## config.mk

```make
export PLATFORM = sky130hd
export DESIGN_NAME = fifo_port32_in
export DESIGN_NICKNAME = d
export VERILOG_FILES = /design/src/rtl/fifo_port32_pkg.sv /design/src/rtl/fifo_port32_in_chan.sv /design/src/rtl/fifo_port32_in.sv
export SDC_FILE = /design/constraint.sdc
export NUM_CORES = 2
export LEC_CHECK = 0
export CORE_AREA = 4 4 478 433
export CTS_BUF_LIST = sky130_fd_sc_hd__clkbuf_4 sky130_fd_sc_hd__clkbuf_8
export DETAILED_ROUTE_END_ITERATION = 6
export DIE_AREA = 0 0 482 437
export PLACE_DENSITY = 0.79
export SETUP_SLACK_MARGIN = 0.1
export SLEW_MARGIN = 20
export SYNTH_ARGS = -nofsm -noshare
export SYNTH_HDL_FRONTEND = slang
export SYNTH_SLANG_ARGS = --single-unit
```

## constraint.sdc

```tcl
create_clock -name clk -period 11.15 [get_ports clk]
set_clock_uncertainty 0.05 [all_clocks]
set_input_delay 1.115 -clock clk [delete_from_list [all_inputs] [get_ports clk]]
set_output_delay 1.115 -clock clk [all_outputs]
set_load 0.02 [all_outputs]
```

## src/rtl/fifo_port32_pkg.sv

```systemverilog
// Shared constants and types for the 32-bit FIFO port blocks.
package fifo_port32_pkg;

    localparam int unsigned FP_DATA_W = 32;
    localparam int unsigned FP_TAG_W  = 16;
    localparam int unsigned FP_NUM_CH = 4;
    localparam int unsigned FP_DEPTH  = 16;

    localparam int unsigned FP_ERR_OVF = 0;
    localparam int unsigned FP_ERR_UNF = 1;

    typedef struct packed {
        logic [FP_DATA_W-1:0] data;
        logic [FP_TAG_W-1:0]  tag;
    } fp_entry_t;

endpackage

```

## src/rtl/fifo_port32_in_chan.sv

```systemverilog
// One inbound channel: circular buffer with FWFT head, occupancy count and sticky errors.
module fifo_port32_in_chan
    import fifo_port32_pkg::*;
#(
    parameter int unsigned DATA_W = FP_DATA_W,
    parameter int unsigned TAG_W  = FP_TAG_W,
    parameter int unsigned DEPTH  = FP_DEPTH,
    parameter int unsigned CNT_W  = $clog2(DEPTH) + 1
) (
    input  logic              clk,
    input  logic              reset_n,
    input  logic              wr,
    input  logic [DATA_W-1:0] wr_data,
    input  logic [TAG_W-1:0]  wr_tag,
    input  logic              rd,
    output logic              full,
    output logic [CNT_W-1:0]  count,
    output logic              empty,
    output logic [DATA_W-1:0] rd_data,
    output logic [TAG_W-1:0]  rd_tag,
    output logic [1:0]        err
);

    localparam int unsigned PTR_W = (DEPTH > 1) ? $clog2(DEPTH) : 1;
    localparam int unsigned ENT_W = DATA_W + TAG_W;

    logic [ENT_W-1:0] mem [DEPTH];
    logic [ENT_W-1:0] head;
    logic [PTR_W-1:0] wr_ptr;
    logic [PTR_W-1:0] rd_ptr;
    logic [CNT_W-1:0] cnt_q;
    logic [CNT_W-1:0] cnt_d;
    logic [1:0]       err_q;
    logic             push_ok;
    logic             pop_ok;

    // Flags come only from the registered count, so back-pressure has no path from rd.
    assign full    = (cnt_q == CNT_W'(DEPTH));
    assign empty   = (cnt_q == '0);
    assign push_ok = wr & ~full;
    assign pop_ok  = rd & ~empty;
    assign count   = cnt_q;
    assign err     = err_q;

    always_comb begin
        cnt_d = cnt_q;
        unique case ({push_ok, pop_ok})
            2'b10:   cnt_d = cnt_q + CNT_W'(1);
            2'b01:   cnt_d = cnt_q - CNT_W'(1);
            default: cnt_d = cnt_q;
        endcase
    end

    // Storage carries no reset; stale entries are hidden by the empty gate.
    always_ff @(posedge clk) begin
        if (push_ok) begin
            mem[wr_ptr] <= {wr_data, wr_tag};
        end
    end

    always_ff @(posedge clk or negedge reset_n) begin
        if (!reset_n) begin
            wr_ptr <= '0;
            rd_ptr <= '0;
            cnt_q  <= '0;
            err_q  <= '0;
        end else begin
            if (push_ok) wr_ptr <= wr_ptr + PTR_W'(1);
            if (pop_ok)  rd_ptr <= rd_ptr + PTR_W'(1);
            cnt_q <= cnt_d;
            err_q[FP_ERR_OVF] <= err_q[FP_ERR_OVF] | (wr & full);
            err_q[FP_ERR_UNF] <= err_q[FP_ERR_UNF] | (rd & empty);
        end
    end

    assign head    = mem[rd_ptr];
    assign rd_data = empty ? '0 : head[ENT_W-1 -: DATA_W];
    assign rd_tag  = empty ? '0 : head[TAG_W-1:0];

endmodule

```

## src/rtl/fifo_port32_in.sv

```systemverilog
// Inbound FIFO port: NUM_CH independent accelerator-to-agent channels on packed ports.
module fifo_port32_in
    import fifo_port32_pkg::*;
#(
    parameter int unsigned NUM_CH = FP_NUM_CH,
    parameter int unsigned DATA_W = FP_DATA_W,
    parameter int unsigned TAG_W  = FP_TAG_W,
    parameter int unsigned DEPTH  = FP_DEPTH,
    parameter int unsigned CNT_W  = $clog2(DEPTH) + 1
) (
    input  logic                     clk,
    input  logic                     reset_n,
    input  logic [NUM_CH-1:0]        acc_wr,
    input  logic [NUM_CH*DATA_W-1:0] fpi_data,
    input  logic [NUM_CH*TAG_W-1:0]  fpi_ptag,
    output logic [NUM_CH-1:0]        fpi_full,
    output logic [NUM_CH*CNT_W-1:0]  fpi_full_count,
    input  logic [NUM_CH-1:0]        fp_infifo_read,
    output logic [NUM_CH*DATA_W-1:0] fp_infifo_data,
    output logic [NUM_CH*TAG_W-1:0]  fp_infifo_pkt_tag,
    output logic [NUM_CH-1:0]        fp_infifo_empty,
    output logic [NUM_CH*2-1:0]      fpi_err
);

    for (genvar n = 0; n < NUM_CH; n++) begin : g_ch
        fifo_port32_in_chan #(
            .DATA_W (DATA_W),
            .TAG_W  (TAG_W),
            .DEPTH  (DEPTH),
            .CNT_W  (CNT_W)
        ) u_chan (
            .clk     (clk),
            .reset_n (reset_n),
            .wr      (acc_wr[n]),
            .wr_data (fpi_data[n*DATA_W +: DATA_W]),
            .wr_tag  (fpi_ptag[n*TAG_W +: TAG_W]),
            .rd      (fp_infifo_read[n]),
            .full    (fpi_full[n]),
            .count   (fpi_full_count[n*CNT_W +: CNT_W]),
            .empty   (fp_infifo_empty[n]),
            .rd_data (fp_infifo_data[n*DATA_W +: DATA_W]),
            .rd_tag  (fp_infifo_pkt_tag[n*TAG_W +: TAG_W]),
            .err     (fpi_err[n*2 +: 2])
        );
    end

endmodule

```

==> summary.md <==
| Metric | Value |
|---|---|
| Slew HR | `0.222` |
| WL final | `264 mm` |
| Distinct cells, synth | `52` |
| # setup viols final | `0` |
| Mapped Nets | `about 5,500` |
| RSZ-0062 raised after global routing | `false` |
| Seq pwr share | `0.422` |
| Seq cells post-synth | `3,132` |
| # placed instances | `roughly 8,200` |
| I/O pins | `430` |
| Clk Latency, worst-skew pair | `roughly 1.1 ns` |
| Final net count | `6,188` |
| Rows | `between 150 and 200` |
| First-pass GRT wire length | `393 mm` |
| Sequential element share of the synthesized area | `0.778` |
| Crit Path Category | `flop to output pin` |
| Die Height | `437 um` |
| Max H-tree Level | `5` |
| DR pass1 iterations | `6` |
| Longest Clk Path Bufs | `4` |
| Status | `finished, final reports clean` |
| Actual slew at the worst max-slew pin | `~1.2 ns` |
| Hold WC Path Type | `flop to flop` |
| Switch Pwr | `about 11 mW` |
| Crit path time final | `between 6 and 7 ns` |
| Max Freq | `roughly 0.16 GHz` |
| Final Hold Viols | `0` |
| # DRC | `0` |
| Power Density | `around 260 mW/mm2` |
| Root buffer cell | `clkbuf_8` |
| Worst VDD drop | `between 0.2 and 0.25 mV` |
| Largest net degree at the start of global routing | `about 150` |
| Post-synth design cell area | `0.121 mm2` |
| Max-cap viol count | `0` |
| Clk pwr share | `0.247` |
| CTS tree | `done` |
| Clk slew on worst S/H paths | `0.06 ns` |
| DR WL/cell | `~30 um` |
| P&R area growth vs syn | `13.8%` |
| Starting DRT DRC Count | `6,306` |
| Internal Dissipation | `24.2 mW` |
| Crit path max fanout | `59` |
| Crit path launch type | `flop` |
| CTS sink cnt | `~3,100` |
| Final Util | `0.678` |
| Placed cell area | `roughly 0.13 mm2` |
| Critical Path AT | `roughly 5.2 ns` |
| Post-Route Setup TNS | `0 ns` |
| Synth Flop Type | `edfxtp_1` |
| Sw frac | `0.320` |
| Die Wd | `between 400 and 500 um` |
| Post-route ant nets | `0` |
| Fin area | `~0.14 mm2` |
| Number of synthesized flops with an enable pin | `roughly 3,100` |
| Layout cells sized above 1 | `0.261` |
| Total CTS buffers | `468` |
| Post-Syn Instances | `between 5,000 and 6,000` |
| Vias in the first global route | `~60,000` |
| Via density | `6.35` |
| Initial antenna violation count | `37` |
| Grt ovf | `0` |
| Final Wtd Congestion | `between 0.7 and 0.8` |
| Comb pwr share | `0.331` |
| Synthesized area per cell | `approximately 23 um2` |
| Worst Path Required | `around 10 ns` |
| Die area | `roughly 0.21 mm2` |
| Kind of end point of the critical path | `output pin` |
| Hold WS | `around 0.41 ns` |
| Via count | `around 57,000` |
| Finished Layout Cells | `roughly 9,000` |
| HPWL Detailed | `around 140 mm` |
| Setup Fix Bufs, Post-CTS | `0` |
| Synth warnings | `0` |
| Fraction of registers with async set/reset | `0.0192` |
| PortBufs | `429` |
| Max-slew violations | `0` |
| GR Util All Layers | `0.253` |
| P_leak | `44.1 nW` |
| Crit share post-route | `0.572` |
| Core area | `0.202 mm2` |
| Initial core utilization | `0.596` |
worst max-delay path: stages, from the launching register on:
cell and delay, ns:
dfrtp_4 0.41, buf_4 0.70, buf_4 0.88, buf_4 0.55, mux4_2 0.29, inv_1 0.04, a221oi_1 0.36, o2bb2ai_1 0.23
clkdlybuf4s50_1 0.67
cells in the mapped netlist, types with 32 or more instances:
master    instances  area share
edfxtp_1       3072        0.77
mux4_2          734        0.14
mux2i_1         388       0.032
o22ai_1         163      0.0085
buf_2           110      0.0046
clkbuf_1        102      0.0032
mux2_1           61      0.0057
dfrtp_1          60       0.012
nor2_1           60      0.0019
inv_1            48      0.0015
buf_1            37      0.0012
buf_4            35      0.0022
ha_1             33      0.0034
nand2_1          32      0.0010
per-stage QoR:
| stage | total power, mW | setup WS [ns] |
|---|---|---|
| finish | 35.6 | 4.77 |
| global route | 37.1 | 4.49 |
| CTS | 35.8 | 4.63 |
| detailed placement | 27.1 | 5.92 |
| global placement | 26.8 | 5.91 |
| floorplan | 22.8 | 5.52 |
logic make-up (layout without fill, tap and decap cells):
logic type | count (synthesis) | after routing | share of synthesized area
other cells | 0 | 34 | 0
xor+xnor | 47 | 47 | 0.00342
fa+ha+maj | 33 | 33 | 0.00343
flops | 3132 | 3132 | 0.778
mux | 1194 | 1194 | 0.176
simple gates | 163 | 163 | 0.00675
buf+inv | 344 | 1420 | 0.0137
compound gates | 317 | 317 | 0.0186
metal layers:
| metal | vias up | track usage | share of wire |
|---|---|---|---|
| met3 | 484 | 0.0488 | 0.086 |
| met5 | - | 0 | 0.00028 |
| met1 | 30300 | 0.355 | 0.38 |
| li1 | 23800 | - | - |
| met4 | 12 | 0.0851 | 0.032 |
| met2 | 2816 | 0.406 | 0.50 |
final cells by class:
class                   instances  area, um2
flip-flops and latches       3132      93800
fillers                     12000      65200
multi-input cells            1754      25600
clock buffers                 625       7640
repair buffers                548       5350
well taps                    2703       3380
clock inverters               198       1090
inverters                      49        184
diodes                         34       85.1
state kept, by name, summed over array words and instances, names as in the netlist:
signal	count
g_ch.u_chan.mem	3072
g_ch.u_chan.err	8
g_ch.u_chan.wr_ptr	16
g_ch.u_chan.count	20
g_ch.u_chan.rd_ptr	16
worst paths after layout:
path                                                      start                                    to  slack (ns)  cells after the start
min in group asynchronous                               reset_n  g_ch[3].u_chan.rd_ptr[3]$_DFFE_PN0P_        0.43                      2
setup reg to reg            g_ch[1].u_chan.count[1]$_DFFE_PN0P_  g_ch[1].u_chan.mem[11][27]$_DFFE_PP_        7.23                      5
hold / removal                  g_ch[3].u_chan.err[0]$_DFF_PN0_       g_ch[3].u_chan.err[0]$_DFF_PN0_        0.41                      1
hold reg to reg                 g_ch[3].u_chan.err[0]$_DFF_PN0_       g_ch[3].u_chan.err[0]$_DFF_PN0_        0.41                      1
setup / recovery           g_ch[3].u_chan.rd_ptr[2]$_DFFE_PN0P_                 fp_infifo_pkt_tag[55]        4.77                      8
max in group asynchronous                               reset_n  g_ch[2].u_chan.rd_ptr[2]$_DFFE_PN0P_        9.30                      3
cells in the final DEF, fill, tap and decap left out, types with 19 or more instances in the layout:
master           count
clkbuf_4           153
inv_1               48
mux2_1              61
clkinv_2            43
diode_2             34
clkinv_1           134
xnor2_1             28
o22ai_1            163
clkdlybuf4s50_1    428
mux2i_1            388
edfxtp_1          3072
dfrtp_1             48
buf_4              108
a211oi_1            29
a221oi_1            29
ha_1                33
o2bb2ai_1           29
clkbuf_8           472
xor2_1              19
mux4_2             734
nor2_4              49
nand2_1             30
power groups by stage:
stage / Sequential [mW] / Clock, mW / Combinational, mW
5_1_grt: 15.1 / 9.52 / 12.5
2_1_floorplan: 14.8 / 0 / 7.96
4_1_cts: 15.1 / 8.93 / 11.8
3_3_place_gp: 15.2 / 0 / 11.6
3_5_place_dp: 15.3 / 0 / 11.8
6_report: 15.0 / 8.79 / 11.8
repair_timing:
| item | 4_1_cts | 5_1_grt |
|---|---|---|
| hold endpoints to repair | 8 | 0 |
| hold buffers | 1 | 0 |
| resized for setup | 0 | 0 |
Note: power is estimated with default switching activity, not from simulation.
